### config.mk
export PLATFORM = sky130hd
export DESIGN_NAME = noc_switch_alloc
export DESIGN_NICKNAME = d
export VERILOG_FILES = /design/src/rtl/noc_switch_alloc.sv
export SDC_FILE = /design/constraint.sdc
export NUM_CORES = 1
export LEC_CHECK = 0
export ABC_AREA = 1
export BUFFER_PORTS_ARGS = -buffer_cell sky130_fd_sc_hd__buf_2
export CORE_ASPECT_RATIO = 0.8
export CORE_MARGIN = 4
export CORE_UTILIZATION = 45
export DETAILED_ROUTE_END_ITERATION = 10
export PLACE_DENSITY = 0.58
export SYNTH_ARGS = -nofsm -noshare
export SYNTH_HDL_FRONTEND = slang
export SYNTH_SLANG_ARGS = --single-unit
### constraint.sdc
create_clock -name clk_i -period 4.47 [get_ports clk_i]
set_input_delay 0.447 -clock clk_i [delete_from_list [all_inputs] [get_ports clk_i]]
set_output_delay 0.447 -clock clk_i [all_outputs]
set_load 0.01 [all_outputs]
### src/rtl/noc_switch_alloc.sv
// Switch allocator for a 5-port router: per-output round-robin arbitration gated by downstream credits,
// with registered crossbar controls, queue pops and output valid strobes (one-cycle latency).
module noc_switch_alloc #(
  parameter int CREDITS = 4
) (
  input  logic        clk_i,
  input  logic        rst_n_i,
  input  logic [4:0]  req_valid_i,
  input  logic [14:0] req_dir_i,
  input  logic [4:0]  credit_ret_i,
  output logic        grant_access_north_o,
  output logic        grant_access_south_o,
  output logic        grant_access_east_o,
  output logic        grant_access_west_o,
  output logic        grant_access_local_o,
  output logic [2:0]  address_route_n_o,
  output logic [2:0]  address_route_s_o,
  output logic [2:0]  address_route_e_o,
  output logic [2:0]  address_route_w_o,
  output logic [2:0]  address_route_l_o,
  output logic [4:0]  pop_o,
  output logic [4:0]  out_valid_o,
  output logic        bad_dir_o
);

  localparam int CW = $clog2(CREDITS + 1);

  logic [2:0]    dir      [5];
  logic [4:0]    elig;
  logic [CW-1:0] credit_q [5];
  logic [CW-1:0] credit_d [5];
  logic [2:0]    rr_q     [5];
  logic [2:0]    rr_d     [5];
  logic [2:0]    route_q  [5];
  logic [2:0]    route_d  [5];
  logic [4:0]    gnt_q, gnt_d;
  logic [4:0]    ov_q, ov_d;
  logic          bad_q, bad_d;
  logic          found;
  logic          granted;
  logic [2:0]    win;
  int            idx;

  always_comb begin
    bad_d   = 1'b0;
    gnt_d   = '0;
    ov_d    = '0;
    elig    = '0;
    found   = 1'b0;
    granted = 1'b0;
    win     = '0;
    idx     = 0;
    for (int i = 0; i < 5; i++) begin
      dir[i]     = req_dir_i[3*i +: 3];
      route_d[i] = 3'd0;
      // last cycle's pop masks the input until its queue head has advanced
      elig[i] = req_valid_i[i] && (dir[i] <= 3'd4) && !gnt_q[i];
      if (req_valid_i[i] && (dir[i] > 3'd4)) bad_d = 1'b1;
    end
    for (int o = 0; o < 5; o++) begin
      rr_d[o]     = rr_q[o];
      credit_d[o] = credit_q[o];
      found       = 1'b0;
      win         = '0;
      for (int k = 0; k < 5; k++) begin
        idx = int'(rr_q[o]) + k;
        if (idx >= 5) idx = idx - 5;
        if (!found && elig[idx] && (dir[idx] == 3'(o))) begin
          found = 1'b1;
          win   = 3'(idx);
        end
      end
      granted = found && (credit_q[o] != '0);
      if (granted) begin
        gnt_d[win]   = 1'b1;
        route_d[win] = 3'(o);
        ov_d[o]      = 1'b1;
        rr_d[o]      = (win == 3'd4) ? 3'd0 : win + 3'd1;
      end
      // simultaneous grant and return cancel; returns saturate at full depth
      if (granted && !credit_ret_i[o])
        credit_d[o] = credit_q[o] - 1'b1;
      else if (!granted && credit_ret_i[o] && (credit_q[o] < CW'(CREDITS)))
        credit_d[o] = credit_q[o] + 1'b1;
    end
  end

  always_ff @(posedge clk_i) begin
    if (!rst_n_i) begin
      gnt_q <= '0;
      ov_q  <= '0;
      bad_q <= 1'b0;
      for (int o = 0; o < 5; o++) begin
        credit_q[o] <= CW'(CREDITS);
        rr_q[o]     <= '0;
        route_q[o]  <= '0;
      end
    end else begin
      gnt_q <= gnt_d;
      ov_q  <= ov_d;
      bad_q <= bad_d;
      for (int o = 0; o < 5; o++) begin
        credit_q[o] <= credit_d[o];
        rr_q[o]     <= rr_d[o];
        route_q[o]  <= route_d[o];
      end
    end
  end

  assign grant_access_north_o = gnt_q[0];
  assign grant_access_south_o = gnt_q[1];
  assign grant_access_east_o  = gnt_q[2];
  assign grant_access_west_o  = gnt_q[3];
  assign grant_access_local_o = gnt_q[4];
  assign address_route_n_o    = route_q[0];
  assign address_route_s_o    = route_q[1];
  assign address_route_e_o    = route_q[2];
  assign address_route_w_o    = route_q[3];
  assign address_route_l_o    = route_q[4];
  assign pop_o                = gnt_q;
  assign out_valid_o          = ov_q;
  assign bad_dir_o            = bad_q;

endmodule

After elaboration in Yosys (flattened, before gate mapping)
Memory sizes are Yosys's and may differ from the RTL's.
Cells that the tools add are included.
Storage, ports and cells
  bits in registers: 11
  RAM bits: 45
  bits of input ports: 27
  output and inout port bits: 31
  logic and storage cells: 689
  memories kept: 3
Memory list
  credit_q: depth 5, width 3, read ports 5, clocked after memory_dff 0, wr ports 5, RTL line 30  | logic [CW-1:0] credit_q [5];
  route_q: depth 5, width 3, read ports 5, clocked after memory_dff 0, wr ports 5, RTL line 34  | logic [2:0] route_q [5];
  rr_q: depth 5, width 3, read ports 5, clocked after memory_dff 0, wr ports 5, RTL line 32  | logic [2:0] rr_q [5];
Operators by class
  add/sub/neg operators: 60
  order comparisons: 108
  equal/unequal tests: 25
  muxes and demuxes: 299
  bitwise gates (word level): 57
  reductions and logical operators: 134
Operators with widths (number)
  greater-or-equal comparator 32 x 4 -> 1 bit, second input constant: 25
  < comparator 32 x 5 -> 1 bit, second input constant: 25
  2-to-1 mux 32 bit: 25
  NOT 32 bit: 25
  2-to-1 mux 3 bit: 114
  binary-select mux 3 bit (select 3 bit): 25
  subtractor 4 x 3 -> 5 bit, second input constant: 20
  2-to-1 mux 1 bit: 92
  logical AND 1 bit: 89
  greater-or-equal comparator 4 x 3 -> 1 bit, second input constant: 20
  binary-select mux 1 bit (select 3 bit): 25
  2-to-1 mux 15 bit: 3
  adder 3 x 2 -> 4 bit, second input constant: 10
  demux 3 bit (select 3 bit): 4
  logical NOT 1 bit: 35
  adder 3 x 1 -> 3 bit, second input constant: 10
  == test 3 x 2 -> 1 bit, second input constant: 10
  == test 3 bit, second input constant: 10
  OR 5 bit: 6
  2-to-1 mux 5 bit: 5
  adder 3 x 1 -> 4 bit, second input constant: 5
  adder 3 x 3 -> 4 bit, second input constant: 5
  bitwise AND 10 bit: 2
  < comparator 3 x 4 -> 1 bit, second input constant: 5
  other kinds (20): 88

Depth between registers and ports, before layout
An unclocked memory read counts as a cell.
  depth in word-level cells: 39
  mapped depth: 26

Worst setup path after synthesis
No wires, ideal clock.
  path kind: register to register
  from: memory rr_q[3][0], in the netlist rr_q[0][9]
  to: memory credit_q[0][11] (netlist bit)
  arrival time: 3137 ps
  setup slack: 1201 ps
  stages on the path, launching flop included: 23
  clock period less this slack: 3269 ps
  path through: dfxtp_1 > buf_4 > inv_2 > ha_1 > inv_2 > nand3b_2 > nand2_4 > nand2_2 > nand2_2 > xor2_2 > a21oi_1 > nor2_2 > nand2_2 > nand3_2 > nor2_1 > a21o_1 > buf_6 > nor2_2 > inv_2 > fa_1 > nand2_1 > xor2_1 > nand3_1
RTL lines (RTL line)
  from (decl): 32
  to (decl): 30

==> flow_summary.json <==
{
  "crit_path_frequent_cell": "nand2_1",
  "met3_length_microns": 1730,
  "crit_required_ps": 4640,
  "postLayoutCoreUtil_pct": 50.3,
  "yosysMostFrequentCell": "nand2_1",
  "portBuffers": 57,
  "drt_iter0_drc": 795,
  "slew_viol_final": 0,
  "numCtsBuffers": 5,
  "fin_ws_ps": 679,
  "yosysUniqueCellTypes": 45,
  "finalWirelength_microns": 25700,
  "r2r-end": "credit_q[0][2]",
  "clk_latency_ps": 310,
  "whs_endpoint": "credit_q[0][11]",
  "antenna_found_initial": 0,
  "routed_via_density": 5.27,
  "min_path_cells": 3,
  "fillerInstances": 1948,
  "post_cts_buffers": 0,
  "crit_path_max_incr_delay_ps": 630,
  "dieArea_sq_um": 20600,
  "grt-ovfl-total": 0,
  "slowest_stage": "o21ai_0",
  "yosysTopAreaCellShare_pct": 18.7,
  "cts.sinks": 56,
  "relSlewSlack_pct": 41.7,
  "clk_pin_slew_ps": 80,
  "fp.dieW_microns": 159,
  "cp-end-kind": "flip-flop",
  "synth_fp_nets": 1514,
  "fin_crit_ps": 3790,
  "synth_ff_type": "dfxtp_1",
  "synth_edf_count": 0,
  "async_reset_ff_share_pct": 0,
  "wl_met2_microns": 10500,
  "outcome": "completed",
  "antenna_cells": 0,
  "yosysTopAreaCell": "nand2_1",
  "die_h_microns": 129,
  "ant_nets": 0,
  "max_cap_violations": 0,
  "tns_ps": 0,
  "postCtsHoldBufs": 0,
  "cts_resized": 0,
  "place_hpwl_microns": 21300,
  "drive_gt1_share_pct": 13.5,
  "synth_cells": 1414,
  "ios": 58,
  "grt_pass1_wl_microns": 41800,
  "synthTopCellsByCount": "nand2_1, inv_1, nand3_1",
  "clock_skew_ps": 7.85,
  "min_from": "credit_ret_i[3]",
  "area.growth.synth_to_final_pct": 7.80,
  "htreeDepth": 2,
  "regArea_sq_um": 1120,
  "hold_path_class": "primary input to flip-flop",
  "ys_seq_area_share_pct": 13.6,
  "start_kind": "flip-flop",
  "fmax_mhz": 264,
  "final_nets": 1569,
  "coreArea_sq_um": 17600,
  "cp_max_fo": 8,
  "rrSetupSlack_ps": 680,
  "period_share_pct": 84.8,
  "rr_worst_depth": 18,
  "place.gp.congestion": 0.951,
  "synth_area_sq_um": 8240,
  "setup_viol": 0,
  "via_count": 8934,
  "track_usage_pct": 24.8,
  "rows": 43,
  "max_slew.worst_pin.slew_ps": 865,
  "wl_per_cell_microns": 15.1,
  "grt_pass1_vias": 7909,
  "clk_path_buf_depth": 2,
  "synth_area_leaders": "nand2_1, dfxtp_1, ha_1",
  "first_pass_iters": 6,
  "met1_length_microns": 13100,
  "worstPathArrival_ps": 3960,
  "crit_chain": "inv_1, ha_1, nand2_1, nand3_2, o21ai_0, nand3_1, nand2_1, inv_1, nor2_2, nor2_4, nand4_2, nand2_2, nor2_1, inv_2, fa_1, nand2_1, xor2_1, o211ai_1",
  "r2r_start": "rr_q[0][1]",
  "pre_cts_slack_ps": 716,
  "crit_type": "flip-flop to flip-flop",
  "drc_errors": 0,
  "cts_tree": "done",
  "avgSynthCellArea_sq_um": 5.83,
  "initial_core_util_pct": 46.7,
  "hold_violations": 0,
  "ys_ff_latch": 56,
  "cts_root_buf": "clkbuf_16",
  "multiInputGateArea_sq_um": 6170,
  "grt_max_degree": 28,
  "ys_warn_count": 0,
  "rsz0062_at_grt": "no",
  "top_layer": "met4"
}
-- cells in the final DEF (no fill, tap or decap), drive strengths merged --
cell type,netlist,final
o21ai,115,115
buf,14,67
ha,68,68
a21o,2,2
o21a,3,3
clkbuf,5,7
a22o,1,1
nand4,40,40
nor3,7,7
a31oi,3,3
o211ai,17,17
fa,5,5
o21bai,3,3
inv,215,215
a21boi,1,1
xor2,23,23
nand3,151,151
nand3b,19,19
o22ai,2,2
nand2,453,453
a32o,1,1
a21oi,62,62
a22oi,1,1
clkinv,0,1
o2111ai,1,1
and2,2,2
dfxtp,56,56
or2,1,1
nor2,143,143
-- critical path: cells and delay by family, from the launching register on --
kind	cells	cell delay, ps
simple gates	10	1250
buf+inv	3	330
fa+ha+maj	2	750
flops	1	460
xor+xnor	1	150
compound gates	2	730
-- layer usage --
layer	vias to the layer above	track usage [%]
li1	4678	-
met1	3960	37.8
met2	277	37.6
met3	19	3.28
met4	0	4.44
met5	-	0
-- worst max path at each step --
stage	start	end	slack, ps	cells after the start
2_1_floorplan	rr_q[0][9]	credit_q[0][11]	1200	22
3_3_place_gp	rr_q[0][4]	credit_q[0][5]	720	20
3_5_place_dp	rr_q[0][1]	credit_q[0][2]	720	18
4_1_cts	rr_q[0][1]	credit_q[0][2]	690	18
5_1_grt	rr_q[0][13]	credit_q[0][14]	200	18
6_report	rr_q[0][1]	credit_q[0][2]	680	18
-- per-stage QoR --
step                      std cells  hold slack (ps)  cell area [sq um]
after global routing           1695              449               8880
after CTS                      1695              427               8880
after global placement         1687              444               8740
after floorplan                1414              422               8240
final                          1695              435               8880
after detailed placement       1687              445               8740
-- flip-flops by register name, summed over array words and instances (netlist names) --
signal	flops
bad_dir_o	1
rr_q	15
pop_o	5
credit_q	15
route_q	15
out_valid_o	5
-- cells by family (layout without fill, tap and decap cells) --
group	after synthesis	after routing	share of synthesized area (%)
adder cells (fa/ha/maj)	73	73	11.5
AO/OA/AOI/OAI	212	212	14.7
XOR/XNOR	23	23	2.90
buffers and inverters	234	290	11.5
AND/OR/NAND/NOR	816	816	45.8
flip-flops	56	56	13.6
-- final cells by class --
cell class,count,area share [%]
sequential,56,12.6
clock inverter,1,0.0986
inverter,215,9.08
clock buffer,7,1.49
multi-input combinational,1124,69.5
tap,225,3.17
timing repair buffer,67,4.06
Power is not shown: default switching activity piles up to over one toggle a cycle in this logic, so the estimate is an artifact.
